===== config.mk =====
export PLATFORM = sky130hd
export DESIGN_NAME = uart_tx_frame
export DESIGN_NICKNAME = d
export VERILOG_FILES = /design/src/rtl/uart_tx_frame.sv
export SDC_FILE = /design/constraint.sdc
export NUM_CORES = 1
export LEC_CHECK = 0
export BUFFER_PORTS_ARGS = -buffer_cell sky130_fd_sc_hd__buf_2
export CAP_MARGIN = 20
export CORE_MARGIN = 3
export CORE_UTILIZATION = 52
export CTS_CLUSTER_DIAMETER = 200
export DETAILED_ROUTE_END_ITERATION = 6
export PLACE_DENSITY = 0.71
export SLEW_MARGIN = 10
export SYNTH_ARGS = -nofsm -noshare
export SYNTH_HDL_FRONTEND = slang
export SYNTH_SLANG_ARGS = --single-unit

===== constraint.sdc =====
create_clock -name clk -period 1.8 [get_ports clk]
set_clock_uncertainty 0.05 [all_clocks]
set_input_delay 0.18 -clock clk [delete_from_list [all_inputs] [get_ports clk]]
set_output_delay 0.18 -clock clk [all_outputs]
set_load 0.01 [all_outputs]

===== src/rtl/uart_tx_frame.sv =====
// uart_tx_frame: parametrised UART transmitter (5..9 data bits, none/even/odd
// parity, 1 or 2 stop bits) with a valid/ready input handshake and
// busy/done status. All outputs are registered; txd idles high.
module uart_tx_frame #(
  parameter int CLK_FREQ    = 50000000,
  parameter int BAUD_RATE   = 115200,
  parameter int DATA_BITS   = 8,
  parameter int PARITY_MODE = 0,
  parameter int STOP_BITS   = 1
) (
  input  logic                 clk,
  input  logic                 rst_n,
  input  logic                 tx_valid,
  input  logic [DATA_BITS-1:0] tx_data,
  output logic                 tx_ready,
  output logic                 txd,
  output logic                 tx_busy,
  output logic                 tx_done
);

  localparam int BPS_CNT = CLK_FREQ / BAUD_RATE;
  localparam int CNT_W   = (BPS_CNT > 1) ? $clog2(BPS_CNT) : 1;
  localparam int BIT_W   = $clog2(DATA_BITS + 1);

  // Reject parameter combinations the frame logic cannot honour.
  generate
    if (BPS_CNT < 2) begin : g_bad_baud
      $error("uart_tx_frame: CLK_FREQ/BAUD_RATE must be >= 2");
    end
    if (DATA_BITS < 5 || DATA_BITS > 9) begin : g_bad_data_bits
      $error("uart_tx_frame: DATA_BITS must be 5..9");
    end
    if (PARITY_MODE < 0 || PARITY_MODE > 2) begin : g_bad_parity
      $error("uart_tx_frame: PARITY_MODE must be 0, 1 or 2");
    end
    if (STOP_BITS < 1 || STOP_BITS > 2) begin : g_bad_stop
      $error("uart_tx_frame: STOP_BITS must be 1 or 2");
    end
  endgenerate

  typedef enum logic [2:0] {IDLE, START, DATA, PARITY, STOP} state_t;

  state_t               state_q, state_d;
  logic [CNT_W-1:0]     cnt_q, cnt_d;
  logic [BIT_W-1:0]     bit_cnt_q, bit_cnt_d;
  logic [DATA_BITS-1:0] shift_q, shift_d;
  logic                 parity_q, parity_d;
  logic                 stop_cnt_q, stop_cnt_d;
  logic                 txd_q, txd_d;
  logic                 ready_q, ready_d;
  logic                 busy_q, busy_d;
  logic                 done_q, done_d;
  logic                 bit_end;

  assign bit_end = (cnt_q == CNT_W'(BPS_CNT - 1));

  // Next-state logic: every output is computed for the cycle after the edge,
  // so txd/ready/busy/done come straight out of flops.
  always_comb begin
    state_d    = state_q;
    cnt_d      = cnt_q;
    bit_cnt_d  = bit_cnt_q;
    shift_d    = shift_q;
    parity_d   = parity_q;
    stop_cnt_d = stop_cnt_q;
    txd_d      = txd_q;
    ready_d    = ready_q;
    busy_d     = busy_q;
    done_d     = 1'b0;

    case (state_q)
      IDLE: begin
        ready_d = 1'b1;
        txd_d   = 1'b1;
        if (tx_valid && ready_q) begin
          shift_d  = tx_data;
          parity_d = (PARITY_MODE == 2) ? ~(^tx_data) : ^tx_data;
          state_d  = START;
          cnt_d    = '0;
          txd_d    = 1'b0;
          ready_d  = 1'b0;
          busy_d   = 1'b1;
        end
      end
      START: begin
        cnt_d = cnt_q + CNT_W'(1);
        if (bit_end) begin
          cnt_d     = '0;
          state_d   = DATA;
          bit_cnt_d = '0;
          txd_d     = shift_q[0];
          shift_d   = shift_q >> 1;
        end
      end
      DATA: begin
        cnt_d = cnt_q + CNT_W'(1);
        if (bit_end) begin
          cnt_d     = '0;
          bit_cnt_d = bit_cnt_q + BIT_W'(1);
          if (bit_cnt_q == BIT_W'(DATA_BITS - 1)) begin
            stop_cnt_d = 1'b0;
            if (PARITY_MODE != 0) begin
              state_d = PARITY;
              txd_d   = parity_q;
            end else begin
              state_d = STOP;
              txd_d   = 1'b1;
            end
          end else begin
            txd_d   = shift_q[0];
            shift_d = shift_q >> 1;
          end
        end
      end
      PARITY: begin
        cnt_d = cnt_q + CNT_W'(1);
        if (bit_end) begin
          cnt_d      = '0;
          state_d    = STOP;
          stop_cnt_d = 1'b0;
          txd_d      = 1'b1;
        end
      end
      STOP: begin
        cnt_d = cnt_q + CNT_W'(1);
        txd_d = 1'b1;
        if (bit_end) begin
          cnt_d = '0;
          if (stop_cnt_q == 1'(STOP_BITS - 1)) begin
            state_d = IDLE;
            done_d  = 1'b1;
            ready_d = 1'b1;
            busy_d  = 1'b0;
          end else begin
            stop_cnt_d = 1'b1;
          end
        end
      end
      default: begin
        state_d = IDLE;
        txd_d   = 1'b1;
        busy_d  = 1'b0;
        ready_d = 1'b0;
      end
    endcase
  end

  // State and output registers; reset forces the line high and drops any frame.
  always_ff @(posedge clk or negedge rst_n) begin
    if (!rst_n) begin
      state_q    <= IDLE;
      cnt_q      <= '0;
      bit_cnt_q  <= '0;
      shift_q    <= '0;
      parity_q   <= 1'b0;
      stop_cnt_q <= 1'b0;
      txd_q      <= 1'b1;
      ready_q    <= 1'b0;
      busy_q     <= 1'b0;
      done_q     <= 1'b0;
    end else begin
      state_q    <= state_d;
      cnt_q      <= cnt_d;
      bit_cnt_q  <= bit_cnt_d;
      shift_q    <= shift_d;
      parity_q   <= parity_d;
      stop_cnt_q <= stop_cnt_d;
      txd_q      <= txd_d;
      ready_q    <= ready_d;
      busy_q     <= busy_d;
      done_q     <= done_d;
    end
  end

  assign txd      = txd_q;
  assign tx_ready = ready_q;
  assign tx_busy  = busy_q;
  assign tx_done  = done_q;

endmodule


==> flow_summary.yaml <==
outcome:
  outcome: "finished, final reports clean"
synthesis:
  synth.cell_area_mm2: 0.001584
  top_area_cells_in_the_synthesized_netlist: "dfrtp_1 43%, mux2_2 10%, xnor2_1 4.4%, o21ai_0 3.8%, nor2_1 3.6%"
  syn_area_per_cell_um2: 10.15
  ys_types: 44
  synth_net_count: 170
  synth-warning-count: 0
  synth_sequential_area_ratio_pct: 44.31
  synth_top_area_share_pct: 42.65
  synth_seq_cells: 28
  postSynthCellCount: 156
  edff_count_synth: 0
  ys_async_sr_fraction_pct: 100.0
  synth_ff_type: "dfrtp_1"
  synth.largest_area_cell: "dfrtp_1"
critical_path:
  crit_fanout: 8
  reg2reg_depth: 7
  critical_path.reg2reg.endpoint: "shift_q[4]$_DFFE_PN0P_"
  r2r_setup_slack_ns: 0.007
  setup.worst_path.start_class: "flip-flop"
  cp.arrival_ns: 1.97
  worstSetupEndpointType: "flip-flop"
  critical_path.endpoint: "shift_q[4]$_DFFE_PN0P_"
  timing.critical_path.slowest_cell_delay_ns: 0.41
  worstPathCellList: "inv_1 -> ha_1 -> and4_4 -> nand2_4 -> a211oi_4 -> buf_6 -> mux2_2"
  timing.critical_path.slowest_stage_cell: "dfrtp_1"
  setup_cp_type: "reg2reg"
  critical_path_start: "cnt_q[1]$_DFFE_PN0P_"
  origin_of_the_critical_flop_to_flop_path: "cnt_q[1]$_DFFE_PN0P_"
  crit_required_ns: 1.98
sta:
  slew_violations: 0
  worst_slack_ns: 0.007357
  final_hold_slack_ns: 0.06535
  fmax_mhz: 557.8
  timing.max_slew.rel_slack_pct: 57.26
  report.final.setup_viol: 0
  final_period_minus_worst_setup_slack_ns: 1.793
  setup_repair_after_global_routing_missed_its_margin: "yes"
  tns_ns: 0
  final-hold-violation-count: 0
  post-route-period-util_pct: 99.59
  tightestPinTransition_ns: 0.6411
cts:
  clock-sinks: 28
  cts_root_buf: "clkbuf_4"
  cts_bufs_inserted: 3
  cts.reportedPaths.clkPinSlew_ns: 0.15
  clock_path_buffers: 2
  clk_latency_ns: 0.32
  cts_max_level: 1
  cts_tree: "built"
detailed_routing:
  dr_total_vias: 1340
  avgRoutedWirePerCell_um: 15.55
  routed_via_density: 5.852
  drt_first_pass_iters: 4
  initialDrtViolationCount: 69
  final_antenna_net_count: 0
  detail_route.wirelength_um: 3562
  remaining_drc_errors: 0
global_route:
  number_of_antenna_violations_at_the_first_check_in_global_routing: 0
  globalRoute.totalOverflow: 0
  grt.total_usage_pct: 21.11
  grt_start_max_net_pins: 29
  grt_pass1_vias: 1342
  grt_first_pass_wirelength_um: 5975
layout:
  layout_commonest_cell: "buf_4"
  drive_above_1_share_pct: 42.42
  layout.nets: 213
  fillers: 221
  diodes: 0
  most-common-layout-cells: "31 x buf_4, 26 x dfrtp_1, 14 x nor2_1, 14 x mux2_2, 14 x buf_2"
  final_util_pct: 71.30
  synthToLayoutAreaGrowth_pct: 27.33
floorplanning:
  horizontal_die_dimension_um: 61.19
  core-area_mm2: 0.002829
  design.portCount: 15
  initial_core_utilization_pct: 55.99
  fp-row-count: 19
  die-height_um: 61.19
  die_area_mm2: 0.003744
placed_design:
  io_buffer_count: 14
  place_congestion: 0.8194
  hpwlAfterDp_um: 2622
  pre_cts_slack_ns: -0.03443
pwr:
  p_leak_nw: 0.9075
  power.density_mw_per_mm2: 1120
  peakVddDrop_v: 0.0008278
worst_hold_path:
  worstHoldStart: "tx_data[7]"
  timing.hold.worst.class: "in2reg"
run:
  max-cap-violations: 0
## how the worst min path moves through the flow
stage          slack, ns  cells after the start                       end
2_1_floorplan      -0.17                      0  bit_cnt_q[0]$_DFFE_PN0P_
5_1_grt             0.09                      3    shift_q[7]$_DFFE_PN0P_
4_1_cts             0.05                      3    shift_q[7]$_DFFE_PN0P_
3_5_place_dp        0.18                      1         tx_done$_DFF_PN0_
6_report            0.07                      3    shift_q[7]$_DFFE_PN0P_
3_3_place_gp        0.18                      1         tx_done$_DFF_PN0_
## critical path: cells and delay by family, from the launching register on
| kind | cells | cell delay [ns] |
|---|---|---|
| adders and majority gates | 1 | 0.16 |
| AOI/OAI and AO/OA | 1 | 0.21 |
| DFF | 1 | 0.41 |
| buffers and inverters | 2 | 0.21 |
| muxes | 1 | 0.34 |
| and+or+nand+nor | 2 | 0.31 |
## kinds of logic (layout without fill, tap and decap cells)
family	count (synthesis)	after routing	synth area share, %
xor gates and xnor gates	8	8	4.424
DFF	28	28	44.31
adders and majority gates	3	3	2.370
muxes	14	14	9.953
AOI/OAI and AO/OA	35	35	14.85
and+or+nand+nor	56	56	21.01
buffers and inverters	12	54	3.080
## final cells by class
| class | instances | area, µm² | share of cell area (%) |
|---|---|---|---|
| inverter | 3 | 11.26 | 0.5583 |
| sequential | 28 | 703.2 | 34.86 |
| clock inverter | 1 | 30.03 | 1.489 |
| timing repair buffer | 47 | 324.1 | 16.07 |
| clock buffer | 3 | 22.52 | 1.117 |
| multi-input combinational | 116 | 887.1 | 43.98 |
| tap | 31 | 38.79 | 1.923 |
## cell usage after synthesis, drive strengths merged (2+ instances only)
cell type  number
ha              3
nand2           4
nor3b           3
xnor2           8
and2            3
o21a            2
nand4           2
o21ai          13
a21oi           8
buf             3
nor4b           3
dfrtp          27
nor2b           2
or3             2
nor2           16
o31ai           3
nor4            4
inv             3
mux2           14
nand3           9
clkbuf          6
nor3            2
## power by group
group	leakage [nW]	switching (W)	internal, W
Sequential	0.349	0.000115	0.000823
Clock	0.0279	0.000188	0.000225
Combinational	0.531	0.000415	0.000493
Total	0.908	0.000718	0.00154
## repair_timing
action | CTS | global route
hold buffers | 1 | 0
pin swaps | 0 | 1
endpoints found under the hold margin | 27 | 0
gates cloned | 0 | 0
setup buffers | 2 | 0
setup endpoints to repair | 9 | 17
resized for setup | 6 | 9
## stage by stage
| step | area [µm²] | instances | total power (W) |
|---|---|---|---|
| 3_5_place_dp | 1882 | 222 | 0.001812 |
| 5_1_grt | 2017 | 229 | 0.002410 |
| 6_report | 2017 | 229 | 0.002260 |
| 4_1_cts | 1984 | 229 | 0.002259 |
| 2_1_floorplan | 1585 | 156 | 0.001467 |
| 3_3_place_gp | 1882 | 222 | 0.001752 |
## registers in the layout, summed over array words and instances (netlist names)
signal     cells
cnt_q          9
shift_q        8
bit_cnt_q      4
state_q        3
tx_busy        1
tx_done        1
tx_ready       1
txd            1
## per-layer routing
| layer | vias to the layer above | routed length (µm) | global-route usage, % |
|---|---|---|---|
| met1 | 649 | 1669 | 28.70 |
| met2 | 30 | 1767 | 35.35 |
| li1 | 655 | - | - |
| met3 | 6 | 86 | 2.935 |
| met4 | 0 | 38 | 5.573 |
| met5 | - | 0 | 0 |
(Power assumes the default switching activity.)
